$ cat config.mk
export PLATFORM = sky130hd
export DESIGN_NAME = usb_tx_encode
export DESIGN_NICKNAME = d
export VERILOG_FILES = /design/src/rtl/usb_tx_encode.sv
export SDC_FILE = /design/constraint.sdc
export NUM_CORES = 1
export LEC_CHECK = 0
export BUFFER_PORTS_ARGS = -buffer_cell sky130_fd_sc_hd__buf_2
export CAP_MARGIN = 20
export CORE_AREA = 2 2 61 63
export CTS_CLUSTER_SIZE = 16
export DETAILED_ROUTE_END_ITERATION = 10
export DIE_AREA = 0 0 63 65
export PLACE_DENSITY = 0.74
export SETUP_SLACK_MARGIN = 0.4
export SLEW_MARGIN = 20
export SYNTH_ARGS = -nofsm -noshare
export SYNTH_HDL_FRONTEND = slang
export SYNTH_SLANG_ARGS = --single-unit
export TNS_END_PERCENT = 100
$ cat constraint.sdc
create_clock -name clk -period 2.3 [get_ports clk]
set_input_delay 0.23 -clock clk [delete_from_list [all_inputs] [get_ports clk]]
set_output_delay 0.23 -clock clk [all_outputs]
set_load 0.05 [all_outputs]
$ cat src/rtl/usb_tx_encode.sv
// usb_tx_encode: full-speed USB transmit line encoder.
// Takes packet bytes over a valid/ready handshake and sends them LSB first.
// It prepends SYNC, inserts stuff bits, applies NRZI coding and closes each
// packet with an EOP (two bit periods of SE0, then one bit period of J).
// The line registers change only on bit boundaries.
module usb_tx_encode #(
    parameter int CLKS_PER_BIT = 8,
    parameter int STUFF_LEN    = 6
) (
    input  logic       clk,
    input  logic       n_rst,
    input  logic [7:0] tx_data,
    input  logic       tx_valid,
    input  logic       tx_last,
    output logic       tx_ready,
    output logic       d_plus,
    output logic       d_minus,
    output logic       tx_busy,
    output logic       tx_done,
    output logic       tx_error
);

    localparam int TW = $clog2(CLKS_PER_BIT);
    localparam int OW = $clog2(STUFF_LEN + 1);

    localparam logic [TW-1:0] TIMER_MAX   = TW'(CLKS_PER_BIT - 1);
    localparam logic [OW-1:0] STUFF_LIMIT = OW'(STUFF_LEN);
    localparam logic [7:0]    SYNC_BYTE   = 8'h80;

    localparam logic [1:0] ST_IDLE = 2'd0;
    localparam logic [1:0] ST_SYNC = 2'd1;
    localparam logic [1:0] ST_DATA = 2'd2;
    localparam logic [1:0] ST_EOP  = 2'd3;

    // Registered state
    logic [1:0]    state_q;
    logic [TW-1:0] timer_q;
    logic [2:0]    bit_idx_q;   // index of the data bit currently on the line
    logic [7:0]    shift_q;     // bit_idx_q-th bit of the byte sits in shift_q[0]
    logic          last_q;      // latched tx_last for the byte being sent
    logic [OW-1:0] ones_q;      // consecutive 1s sent, stuff bits included
    logic [1:0]    eop_cnt_q;   // bit periods of EOP already completed

    // Next-state values
    logic [1:0]    state_d;
    logic [TW-1:0] timer_d;
    logic [2:0]    bit_idx_d;
    logic [7:0]    shift_d;
    logic          last_d;
    logic [OW-1:0] ones_d;
    logic [1:0]    eop_cnt_d;
    logic          d_plus_d;
    logic          d_minus_d;
    logic          tx_ready_d;
    logic          tx_busy_d;
    logic          tx_done_d;
    logic          tx_error_d;

    // Bit-level helpers
    logic bit_end;       // last clock of the current bit period
    logic stuff_pending; // the next bit period must carry a stuff 0
    logic emit;          // a new bit goes on the line at this edge
    logic emit_bit;      // value of that bit before NRZI coding
    logic go_eop;        // start SE0 at this edge

    assign bit_end       = (state_q != ST_IDLE) && (timer_q == TIMER_MAX);
    assign stuff_pending = (ones_q == STUFF_LIMIT);

    // Next-state logic: sequencing, byte handshake, bit stuffing and NRZI coding.
    // NOTE: every signal assigned here gets a default first, so no path can
    // leave one unassigned and infer a latch; blocking '=' is correct in
    // combinational code because later lines read the values set above them.
    always_comb begin
        state_d    = state_q;
        timer_d    = timer_q;
        bit_idx_d  = bit_idx_q;
        shift_d    = shift_q;
        last_d     = last_q;
        ones_d     = ones_q;
        eop_cnt_d  = eop_cnt_q;
        d_plus_d   = d_plus;
        d_minus_d  = d_minus;
        tx_ready_d = 1'b0;
        tx_busy_d  = tx_busy;
        tx_done_d  = 1'b0;
        tx_error_d = 1'b0;
        emit       = 1'b0;
        emit_bit   = 1'b0;
        go_eop     = 1'b0;

        if (state_q != ST_IDLE) begin
            timer_d = bit_end ? '0 : timer_q + TW'(1);
        end

        case (state_q)
            ST_IDLE: begin
                ones_d = '0;
                // The first byte is not taken here; it is held until SYNC ends.
                if (tx_valid) begin
                    state_d   = ST_SYNC;
                    tx_busy_d = 1'b1;
                    shift_d   = SYNC_BYTE;
                    bit_idx_d = 3'd0;
                    emit      = 1'b1;
                    emit_bit  = SYNC_BYTE[0];
                end
            end

            // SYNC is shifted out exactly like a data byte; only the
            // end-of-byte decision differs.
            ST_SYNC, ST_DATA: begin
                if (bit_end) begin
                    if (stuff_pending) begin
                        // Stuff 0: shift register frozen, bit index unchanged.
                        emit     = 1'b1;
                        emit_bit = 1'b0;
                    end else if (bit_idx_q != 3'd7) begin
                        bit_idx_d = bit_idx_q + 3'd1;
                        shift_d   = shift_q >> 1;
                        emit      = 1'b1;
                        emit_bit  = shift_q[1];
                    end else if ((state_q == ST_DATA) && last_q) begin
                        go_eop = 1'b1;
                    end else if (tx_valid) begin
                        state_d    = ST_DATA;
                        tx_ready_d = 1'b1;
                        shift_d    = tx_data;
                        last_d     = tx_last;
                        bit_idx_d  = 3'd0;
                        emit       = 1'b1;
                        emit_bit   = tx_data[0];
                    end else begin
                        // Underrun: abandon the packet with an EOP.
                        tx_error_d = 1'b1;
                        go_eop     = 1'b1;
                    end
                end
            end

            ST_EOP: begin
                if (bit_end) begin
                    if (eop_cnt_q == 2'd2) begin
                        state_d   = ST_IDLE;
                        eop_cnt_d = 2'd0;
                        tx_busy_d = 1'b0;
                        tx_done_d = 1'b1;
                    end else begin
                        eop_cnt_d = eop_cnt_q + 2'd1;
                        if (eop_cnt_q == 2'd1) begin
                            d_plus_d  = 1'b1;
                            d_minus_d = 1'b0;
                        end
                    end
                end
            end

            default: state_d = ST_IDLE;
        endcase

        if (go_eop) begin
            state_d   = ST_EOP;
            eop_cnt_d = 2'd0;
            ones_d    = '0;
            d_plus_d  = 1'b0;
            d_minus_d = 1'b0;
        end

        // NRZI: a 0 toggles J<->K and a 1 holds the line.
        if (emit) begin
            d_plus_d  = emit_bit ? d_plus  : ~d_plus;
            d_minus_d = emit_bit ? d_minus : ~d_minus;
            ones_d    = emit_bit ? ones_q + OW'(1) : '0;
        end
    end

    // State and output registers; reset parks the line at idle J.
    // NOTE: sequential state uses non-blocking '<=' so every register samples
    // the pre-edge values, independent of statement order.
    always_ff @(posedge clk or negedge n_rst) begin
        if (!n_rst) begin
            state_q   <= ST_IDLE;
            timer_q   <= '0;
            bit_idx_q <= 3'd0;
            shift_q   <= 8'd0;
            last_q    <= 1'b0;
            ones_q    <= '0;
            eop_cnt_q <= 2'd0;
            d_plus    <= 1'b1;
            d_minus   <= 1'b0;
            tx_ready  <= 1'b0;
            tx_busy   <= 1'b0;
            tx_done   <= 1'b0;
            tx_error  <= 1'b0;
        end else begin
            state_q   <= state_d;
            timer_q   <= timer_d;
            bit_idx_q <= bit_idx_d;
            shift_q   <= shift_d;
            last_q    <= last_d;
            ones_q    <= ones_d;
            eop_cnt_q <= eop_cnt_d;
            d_plus    <= d_plus_d;
            d_minus   <= d_minus_d;
            tx_ready  <= tx_ready_d;
            tx_busy   <= tx_busy_d;
            tx_done   <= tx_done_d;
            tx_error  <= tx_error_d;
        end
    end

endmodule

==> flow_metrics.env <==
export IMPL_synth_area_leaders="dfrtp_1 (44%), ha_1 (7.6%), mux2_2 (7.6%), nand2_1 (6.4%), o21ai_0 (4.4%)"
export IMPL_drive_above_1_share_pct=39.1
export IMPL_setup_tns_ns=0
export IMPL_grt_overflow=0
export IMPL_cts_buffer_depth=2
export IMPL_routedWlPerCell_um=14.1
export IMPL_drt_iter0_drc=85
export IMPL_final_nets=201
export IMPL_cts_tree="done"
export IMPL_ff2ff_setup_slack_ns=0.31
export IMPL_vias=1203
export IMPL_die_x_um=63
export IMPL_worstPathMaxFanout=3
export IMPL_diodes=0
export IMPL_rsz0062_at_grt="true"
export IMPL_dp_hpwl_um=2220
export IMPL_drt_wl_total_um=3210
export IMPL_slew_violations=0
export IMPL_die_height_um=65
export IMPL_synth_area_um2=1470
export IMPL_die_area_um2=4100
export IMPL_yosys_cell_types_count=37
export IMPL_fmax_mhz=503
export IMPL_synth_warnings=0
export IMPL_root_buffer="clkbuf_4"
export IMPL_power_per_cell_area_nw_per_um2=380
export IMPL_ys_ff_latch=27
export IMPL_yosysTopAreaCell="dfrtp_1"
export IMPL_synth_edff_count=0
export IMPL_portBuffers=17
export IMPL_synthFlopType="dfrtp_1"
export IMPL_antenna_found_initial=0
export IMPL_period_share_pct=86.5
export IMPL_cts_sinks=27
export IMPL_synthArstFlopShare_pct=100
export IMPL_cp_data_arrival_time_ns=2.20
export IMPL_grt_pass1_wl_um=5420
export IMPL_yosysSeqAreaShare_pct=46.0
export IMPL_setup_viol=0
export IMPL_fp_row_count=22
export IMPL_cts_buffers=3
export IMPL_required_ns=2.51
export IMPL_period_minus_slack_ns=1.99
export IMPL_cts_htree_levels=1
export IMPL_synth_top_area_share_pct=44.2
export IMPL_grt_pass1_vias=1294
export IMPL_finalHoldViolations=0
export IMPL_worstRegToRegCells=8
export IMPL_synth_nets=165
export IMPL_start_util_pct=42.1
export IMPL_holdPathStages=2
export IMPL_area_delta_synth_final_pct=28.3
export IMPL_drc=0
export IMPL_pin_count=18
export IMPL_path_class="register to register"
export IMPL_fin_skew_ns=0.0120
export IMPL_critPathLaunchType="register"
export IMPL_endpoint_kind="register"
export IMPL_status="complete, no violations"
export IMPL_finalPower_w=0.000718
export IMPL_grt_start_max_net_pins=28
export IMPL_grt_total_usage_pct=16.9
export IMPL_drt_pass1_iterations=4
export IMPL_core_area_um2=3500
export IMPL_ant_nets=0
export IMPL_power_leakage_nw=0.870
export IMPL_netlist_top_cells_count="dfrtp_1 (26), nand2_1 (25), o21ai_0 (13), mux2_2 (10), ha_1 (9)"
export IMPL_syn_inst=144
export IMPL_maxSlewHeadroom_pct=61.0
export IMPL_tightest_slew_ns=0.585
export IMPL_clk_pin_slew_ns=0.14
export IMPL_insertion_delay_ns=0.32
export IMPL_maxCapViolCount=0
export IMPL_vias_per_cell=5.30
export IMPL_yosysMostFrequentCell="dfrtp_1"
export IMPL_avgSynthCellArea_um2=10.2
export IMPL_hold_class="primary input to register"
export IMPL_gp_congestion=0.893
export IMPL_vdd_drop_max_v=0.000180
## final cells by class
type                            count  area, µm²
Tap cell                           48       60.1
Multi-Input combinational cell    106        862
Clock buffer                        4       26.3
Sequential cell                    27        677
Inverter                            6       22.5
Timing Repair Buffer               36        241
Fill cell                         294       1610
## placed cells by master, fill, tap and decap left out, types with 3 or more instances in the layout
cell type and n:
ha_4 4, o21ai_0 7, mux2_2 10, o21ai_1 6, ha_1 3, nand2_1 24
a21oi_1 6, inv_1 4, dfrtp_1 26, nor2_1 8, a22o_1 5, buf_2 17
buf_4 15, clkbuf_4 3, buf_6 3
## stage by stage
step | area, µm² | instances | utilization (%) | worst slack [ns] | hold WS, ns
2_1_floorplan | 1490 | 144 | - | 0.328 | -0.0656
3_3_place_gp | 1660 | 209 | 47.4 | 0.262 | 0.258
3_5_place_dp | 1660 | 209 | 47.4 | 0.198 | 0.267
4_1_cts | 1860 | 227 | 53.1 | 0.335 | 0.128
5_1_grt | 1890 | 227 | 54.0 | 0.242 | 0.116
6_report | 1890 | 227 | 54.0 | 0.311 | 0.133
## layer usage
metal	vias to the layer above	track usage, %	share of wire (%)
li1	580	-	-
met1	582	17.2	39
met2	31	33.6	56
met3	10	2.08	2.4
met4	0	8.33	2.4
met5	-	0	0
## path summary, 6_finish.rpt
path | startpoint | endpoint
worst max-delay path | bit_idx_q[0] | d_minus
worst min-delay path | tx_last | last_q
worst max register to register | bit_idx_q[0] | d_minus
worst min register to register | shift_q[5] | shift_q[5]
max in group asynchronous | n_rst | d_plus
min in group asynchronous | n_rst | tx_ready
## worst max-delay path: stages, from the launching register on
cell and delay, ns:
dfrtp_1 0.41, ha_2 0.19, ha_4 0.16, buf_6 0.11, nor2b_4 0.12, a31oi_4 0.05, a2111oi_4 0.35, a21o_1 0.18
mux2_4 0.31
## cells by family after synthesis
| family | share of synthesized area (%) |
|---|---|
| flops | 46.0 |
| buf+inv | 2.89 |
| fa+ha+maj | 7.65 |
| mux | 9.09 |
| compound gates | 20.3 |
| simple gates | 14.1 |
## sequential cells by signal, indices dropped and copies added (netlist names)
signal / flops
last_q: 1
tx_done: 1
shift_q: 7
tx_busy: 1
d_plus: 1
ones_q: 3
timer_q: 3
tx_ready: 1
state_q: 2
bit_idx_q: 3
tx_error: 1
d_minus: 1
eop_cnt_q: 2
## repair_timing
item | CTS | global route
endpoints found under the setup margin | 13 | 13
pin swaps | 6 | 4
gates resized for setup | 14 | 12
hold buffers | 1 | 0
endpoints found under the hold margin | 26 | 0
setup buffers | 13 | 0
## power breakdown
part | leakage (nW) | switching (W) | internal (W) | total (W)
Combinational | 0.510 | 0.0000240 | 0.0000146 | 0.0000386
Sequential | 0.344 | 0.00000257 | 0.000478 | 0.000481
Clock | 0.0150 | 0.000131 | 0.0000678 | 0.000199
Total | 0.870 | 0.000157 | 0.000561 | 0.000718
(Power assumes the default switching activity.)
